### src/rtl/ram_arbiter_o9.sv
// Two-requester (instruction fetch / data load-store) arbiter in front of the
// single-port O9 word RAM; one access per three cycles, RAM read data registered.
module ram_arbiter_o9 #(
    parameter int ADDR_W    = 16,
    parameter int DATA_W    = 32,
    parameter int MEM_WORDS = 1024
) (
    input  logic              clock,
    input  logic              reset,
    input  logic              if_req,
    input  logic [ADDR_W-1:0] if_addr,
    output logic              if_ack,
    output logic [DATA_W-1:0] if_rdata,
    output logic              if_err,
    input  logic              d_req,
    input  logic              d_we,
    input  logic [ADDR_W-1:0] d_addr,
    input  logic [DATA_W-1:0] d_wdata,
    output logic              d_ack,
    output logic [DATA_W-1:0] d_rdata,
    output logic              d_err,
    output logic [ADDR_W-1:0] mem_address,
    output logic [DATA_W-1:0] mem_data,
    output logic              mem_wren,
    input  logic [DATA_W-1:0] mem_q
);

    localparam logic [1:0] ST_IDLE   = 2'd0;
    localparam logic [1:0] ST_ACCESS = 2'd1;
    localparam logic [1:0] ST_RESP   = 2'd2;

    localparam logic OWN_IF = 1'b0;
    localparam logic OWN_D  = 1'b1;

    localparam logic [ADDR_W-1:0] LP_LIMIT = ADDR_W'(MEM_WORDS);

    function automatic logic f_in_range(input logic [ADDR_W-1:0] addr);
        return (addr < LP_LIMIT);
    endfunction

    logic [1:0]        r_state;
    logic              r_owner;
    logic              r_last_grant;
    logic [ADDR_W-1:0] r_addr;
    logic              r_we;
    logic [DATA_W-1:0] r_wdata;

    logic              r_if_ack;
    logic [DATA_W-1:0] r_if_rdata;
    logic              r_if_err;
    logic              r_d_ack;
    logic [DATA_W-1:0] r_d_rdata;
    logic              r_d_err;

    logic              w_any_req;
    logic              w_grant_d;
    logic              w_in_range;
    logic [DATA_W-1:0] w_rd_data;
    logic              w_mem_wren;

    // Winner selection: a lone requester wins; on conflict the one not granted last wins.
    always_comb begin
        w_any_req = if_req | d_req;
        if (d_req && (!if_req || (r_last_grant == OWN_IF))) begin
            w_grant_d = 1'b1;
        end else begin
            w_grant_d = 1'b0;
        end
    end

    // Access-cycle decode: range check, write enable and read data capture value.
    always_comb begin
        w_in_range = f_in_range(r_addr);
        if ((r_state == ST_ACCESS) && r_we && w_in_range) begin
            w_mem_wren = 1'b1;
        end else begin
            w_mem_wren = 1'b0;
        end
        if (!r_we && w_in_range) begin
            w_rd_data = mem_q;
        end else begin
            w_rd_data = {DATA_W{1'b0}};
        end
    end

    // Sequencer and access registers; only the IDLE state samples requests.
    always_ff @(posedge clock or posedge reset) begin
        if (reset) begin
            r_state      <= ST_IDLE;
            r_owner      <= OWN_D;
            r_last_grant <= OWN_D;
            r_addr       <= {ADDR_W{1'b0}};
            r_we         <= 1'b0;
            r_wdata      <= {DATA_W{1'b0}};
        end else begin
            case (r_state)
                ST_IDLE: begin
                    if (w_any_req) begin
                        r_owner      <= w_grant_d;
                        r_last_grant <= w_grant_d;
                        r_state      <= ST_ACCESS;
                        if (w_grant_d) begin
                            r_addr  <= d_addr;
                            r_we    <= d_we;
                            r_wdata <= d_wdata;
                        end else begin
                            // Fetches are read-only; write data is left as last latched.
                            r_addr  <= if_addr;
                            r_we    <= 1'b0;
                        end
                    end else begin
                        r_state <= ST_IDLE;
                    end
                end
                ST_ACCESS: begin
                    r_state <= ST_RESP;
                end
                ST_RESP: begin
                    r_state <= ST_IDLE;
                end
                default: begin
                    r_state <= ST_IDLE;
                end
            endcase
        end
    end

    // Response registers: ack pulse during RESP, data/err held until the next ack.
    always_ff @(posedge clock or posedge reset) begin
        if (reset) begin
            r_if_ack   <= 1'b0;
            r_if_rdata <= {DATA_W{1'b0}};
            r_if_err   <= 1'b0;
            r_d_ack    <= 1'b0;
            r_d_rdata  <= {DATA_W{1'b0}};
            r_d_err    <= 1'b0;
        end else begin
            case (r_state)
                ST_ACCESS: begin
                    if (r_owner == OWN_D) begin
                        r_d_ack   <= 1'b1;
                        r_d_rdata <= w_rd_data;
                        r_d_err   <= ~w_in_range;
                        r_if_ack  <= 1'b0;
                    end else begin
                        r_if_ack   <= 1'b1;
                        r_if_rdata <= w_rd_data;
                        r_if_err   <= ~w_in_range;
                        r_d_ack    <= 1'b0;
                    end
                end
                default: begin
                    r_if_ack <= 1'b0;
                    r_d_ack  <= 1'b0;
                end
            endcase
        end
    end

    assign if_ack      = r_if_ack;
    assign if_rdata    = r_if_rdata;
    assign if_err      = r_if_err;
    assign d_ack       = r_d_ack;
    assign d_rdata     = r_d_rdata;
    assign d_err       = r_d_err;
    assign mem_address = r_addr;
    assign mem_data    = r_wdata;
    assign mem_wren    = w_mem_wren;

endmodule

### config.mk
export PLATFORM = sky130hd
export DESIGN_NAME = ram_arbiter_o9
export DESIGN_NICKNAME = d
export VERILOG_FILES = /design/src/rtl/ram_arbiter_o9.sv
export SDC_FILE = /design/constraint.sdc
export NUM_CORES = 1
export LEC_CHECK = 0
export BUFFER_PORTS_ARGS = -buffer_cell sky130_fd_sc_hd__buf_2
export CAP_MARGIN = 40
export CORE_ASPECT_RATIO = 1.25
export CORE_MARGIN = 3
export CORE_UTILIZATION = 28
export DETAILED_ROUTE_END_ITERATION = 10
export GPL_TIMING_DRIVEN = 0
export SYNTH_ARGS = -nofsm -noshare
export SYNTH_HDL_FRONTEND = slang
export SYNTH_SLANG_ARGS = --single-unit
### constraint.sdc
create_clock -name clock -period 7.6 [get_ports clock]
set_clock_uncertainty 0.05 [all_clocks]
set_input_delay 1.52 -clock clock [delete_from_list [all_inputs] [get_ports clock]]
set_output_delay 1.52 -clock clock [all_outputs]
set_load 0.02 [all_outputs]
**Word-level counts from Yosys, hierarchy flattened**

Index checks and enable logic that the tools add are counted.

- Bitwise operators: 3
- Muxes and demuxes: 11
- Reduce and logical (&&, ||, !) cells: 12
- Equal/unequal tests: 1
- $lt $le $gt $ge: 1
- Shift-type cells: 0
- $mul: 0
- Add/subtract/negate cells: 0
- Divide/modulo/power cells: 0

Operator list:

| cell | number |
|---|---|
| $mux W32 | 1 |
| $lt A16 B11 Y1 const B | 1 |
| $mux W16 | 1 |
| $mux W1 | 8 |
| $reduce_and A2 Y1 | 3 |
| $logic_and A1 B1 Y1 | 4 |
| $pmux W2 S2 | 1 |
| $reduce_and A3 Y1 | 1 |
| $eq A2 B1 Y1 const B | 1 |
| $logic_not A1 Y1 | 2 |
| $logic_not A2 Y1 | 1 |
| $not A1 Y1 | 2 |
| $logic_or A1 B1 Y1 | 1 |
| $or A1 B1 Y1 | 1 |

- Flip-flop bits (word level): 120
- Bits of input ports: 101
- Bits in latches: 0
- Memory bits (read-only): 0
- Memories kept: 0
- Memory bits (writable): 0

**Logic depth before layout (Yosys ltp)**

- Depth in word-level cells: 5
- Depth in mapped cells: 6
- Gate-level depth less buffers: 4

**Worst setup path before layout**

No wires, ideal clock.

- Path kind: register -> output
- Start point: register r_addr[14], in the netlist mem_address[14]
- End point: output mem_wren
- Buffers on the path: 0
- Data required time: 6030 ps
- Arrival time: 1467 ps
- Cell stages (with the launch flop): 4
- Setup slack: 4563 ps
- Path through: dfrtp_1 or4_1 nor3_1 and3_1

- Longest elaborated chain between the ends: 3

RTL lines:

| item | line | text |
|---|---|---|
| start, declared | 44 | `logic [ADDR_W-1:0] r_addr;` |
| start signal, assigned | 92 | `r_addr <= {ADDR_W{1'b0}};` |
| start signal, assigned | 103 | `r_addr <= d_addr;` |
| start signal, assigned | 108 | `r_addr <= if_addr;` |
| $lt A16 B11 Y1 | 38 | `return (addr < LP_LIMIT);` |
| $logic_and A1 B1 Y1 | 74 | `if ((r_state == ST_ACCESS) && r_we && w_in_range) begin` |
| $mux W1 | 74 |  |
| end, declared | 24 | `output logic mem_wren,` |

Every way passes these cells.

**Final worst setup path**

Ends and elaborated chain as after synthesis.

==> results summary <==
In this run the clock root is driven by a clkbuf_16. Detailed placement ended at an HPWL of 10.1 mm. The proportion of layout cells with a drive suffix above 1 came out at 55.0%. The count of final setup violators is 0.

The relative max-transition margin came out at 60.7%. The clock passes through at most 2 buffers. The post-synth net total came out at 527. The count of port buffers added during placement came out at 217.

In the post-route analysis, the smallest setup slack over all paths is 4.07 ns. After global routing the overflow that remains totals 0. The placement-stage worst setup slack is 4.31 ns. The number of ports placed on the die boundary came out at 218.

Counting flops and latches in the post-synthesis netlist gives 120. The critical path data required time is 6.03 ns. Summed over all cells, the static leakage comes to 3.46 nW.

Entering global routing, the biggest net connects 63 pins. The Yosys step of the flow raised 0 warnings. The buffers plus inverters on the worst setup path came out at 1. The first-pass GRT wire length came out at 22.2 mm.

In this run the most critical hold path is launched from if_rdata[17]. In this run, synthesis inferred 0 flip-flops with an integrated enable. The pin slew with the least headroom to its limit is 0.590 ns.

The slowest stage of the critical path is the or4_1 cell. The setup TNS after final layout came out at 0 ns. The initial antenna violation count is 0. After synthesis, the cell types taking the most area are dfrtp_1 (60%), mux2_2 (14%), nand2_1 (9.9%). Dividing the synthesized area by the synthesized cell count gives 11.7 sq um. The power per cell area came out at 386 mW/mm^2. The endpoint class of the critical path is a primary output. The via count of the first global-routing pass is 4,193. The diode insertion count for antenna repair is 0.

The quantity of gates resized following cts came out at 0. The TritonCTS clock tree is yes. The floorplan die width is 125 microns. For the worst-skew pair, the clock arrives at the later sink with an insertion delay of 0.40 ns.

In the final design database the tool counted 764 nets. The final number of hold-violating endpoints is 0. By startpoint and endpoint, the worst setup path is classified as reg -> out. The count of vias placed by the detailed router is 3,964. Across the VDD grid, the largest voltage drop is 0.144 mV.

The family of cells with the greatest summed delay on the critical path is simple AND/OR/NAND/NOR gates. The distinct cell type count of the synthesized netlist is 22. Setup repair after global routing left no endpoint under its margin.

The maximum fanout along the worst path came out at 3. The critical path startpoint is mem_address[14]. The run finished with clean final reports. The overall die area is 0.0194 sq mm. The number of buffers inserted during clock tree synthesis is 17. The initial core utilization is 29.1%. The commonest cells after synthesis are nand2_1 (131), dfrtp_1 (119), mux2_2 (64). In this run the vertical extent of the chip is 155 microns. Dividing the final minimum period by the clock period gives 46.5%. The post-synthesis instance area is 0.00497 sq mm. The global placer's final weighted congestion came out at 0.732. The final critical delay including setup and external delays is 3.53 ns. The clock sink count is 120. The number of setup buffers added after CTS came out at 0. The data arrival time of the critical path came out at 1.96 ns. Row generation in the floorplan step produced 53 rows.

The core area came out at 0.0171 sq mm. The element type at the critical path start is a register. In this run, the number of DRC markers left after iteration 0 of detailed routing was 203. In the synthesized netlist the dominant register cell turns out to be dfrtp_1. The total chip power is 2.69 mW. The maximum level of the CTS H-tree came out at 4.

Buffers inserted to repair hold after CTS numbered 0. The sequential-to-total area share from yosys stat came out at 60.4%. In the routed layout, each cell is associated on average with a via count of 4.42. The overall track demand over capacity in global routing is 14.3%. The largest incremental delay on the critical path came out at 0.54 ns. The start of the worst register-to-register path is r_state[1].

After synthesis, the largest area contributor takes up 59.9% of total cell area. The achievable frequency came out at 283 MHz. Once detail routing completed, the nets flagged for antenna violations numbered 0.

The total of max-cap violations came out at 0. The area growth from synthesis to layout is 40.2%. The clock-pin slew on the worst setup and hold paths is 0.06 ns.

The cell count after synthesis came out at 426. Traced cell by cell, the critical path runs through or4_1, nor3_1, and3_1, buf_2. The cell with the most instances after synthesis is nand2_1. The total length of routed wires is 13.5 mm. The number of max-slew violations in the final report is 0.

The biggest area contributor in the post-synthesis netlist is dfrtp_1. The remaining design rule violation count came out at 0. The fraction of registers with async set/reset is 100%. The average wire per cell in the routed design came out at 15.1 microns.

The number of detailed-route iterations in the first pass is 4. The path category of the worst min-delay check is reg -> reg.
[layout make-up]
| cell class | instances | area, sq um |
|---|---|---|
| well taps | 220 | 275 |
| fillers | 1754 | 10100 |
| flip-flops and latches | 120 | 3000 |
| clock inverters | 13 | 153 |
| multi-input cells | 274 | 1790 |
| plain buffers | 27 | 158 |
| clock buffers | 19 | 453 |
| repair buffers | 218 | 1110 |
| inverters | 5 | 23.8 |
[tightest hold or removal path: stages, from the launching register on]
cell     delay [ns]
dfrtp_1        0.33
nand2_1        0.06
o21ai_2        0.05
[where the power goes]
part	switching [mW]	total (mW)	internal, mW
registers	0.0909	0.922	0.831
clock network	0.291	0.821	0.530
logic	0.587	0.949	0.362
[final timing paths]
check | slack, ns | to | depth (start not counted)
worst min register to register | 0.42 | if_rdata[17] | 2
worst min-delay path | 0.42 | if_rdata[17] | 2
worst max register to register | 5.39 | if_rdata[11] | 6
min in group asynchronous | 1.14 | mem_data[11] | 2
max in group asynchronous | 5.65 | if_rdata[2] | 3
worst max-delay path | 4.07 | mem_wren | 4
[metal layers]
layer / global-route usage (%) / vias to the layer above / wire length [microns]
li1: - / 1905 / -
met1: 17.6 / 1911 / 5740
met2: 23.9 / 132 / 6770
met3: 4.46 / 16 / 779
met4: 4.91 / 0 / 244
met5: 0 / - / 0
[flip-flops by register name (all words and copies together) (netlist names)]
signal and cells:
d_ack 1, d_err 1, d_rdata 32, if_ack 1, if_err 1, if_rdata 32
mem_address 16, mem_data 32, r_last_grant 1, r_state 2, r_we 1
[through the flow]
step	cell area [sq um]	cells	hold slack [ns]	util [%]
finish	6970	896	0.420	40.8
global route	6970	896	0.444	40.8
CTS	6970	896	0.423	40.8
detailed placement	6370	864	0.410	37.2
global placement	6340	863	0.407	37.0
floorplan	4970	426	0.389	-
[cells in the final DEF (no fill, tap or decap), types with 3 or more instances in the layout]
master / instances
nand2_1: 131
buf_1: 3
dfrtp_1: 119
o21ai_2: 45
buf_2: 220
o21ai_1: 15
o21ai_0: 8
buf_6: 7
inv_1: 4
clkbuf_16: 17
bufinv_16: 3
mux2_2: 64
clkbuf_1: 14
clkinv_2: 6
[logic make-up (layout without fill, tap and decap cells)]
group / count (synthesis) / in the layout / synth area share, %
AND/OR/NAND/NOR: 140 / 140 / 11.0
flip-flops: 120 / 120 / 60.4
AO/OA/AOI/OAI: 70 / 70 / 10.5
multiplexers: 64 / 64 / 14.5
buffers and inverters: 32 / 282 / 3.55
Power figures use the tool's default switching activity.
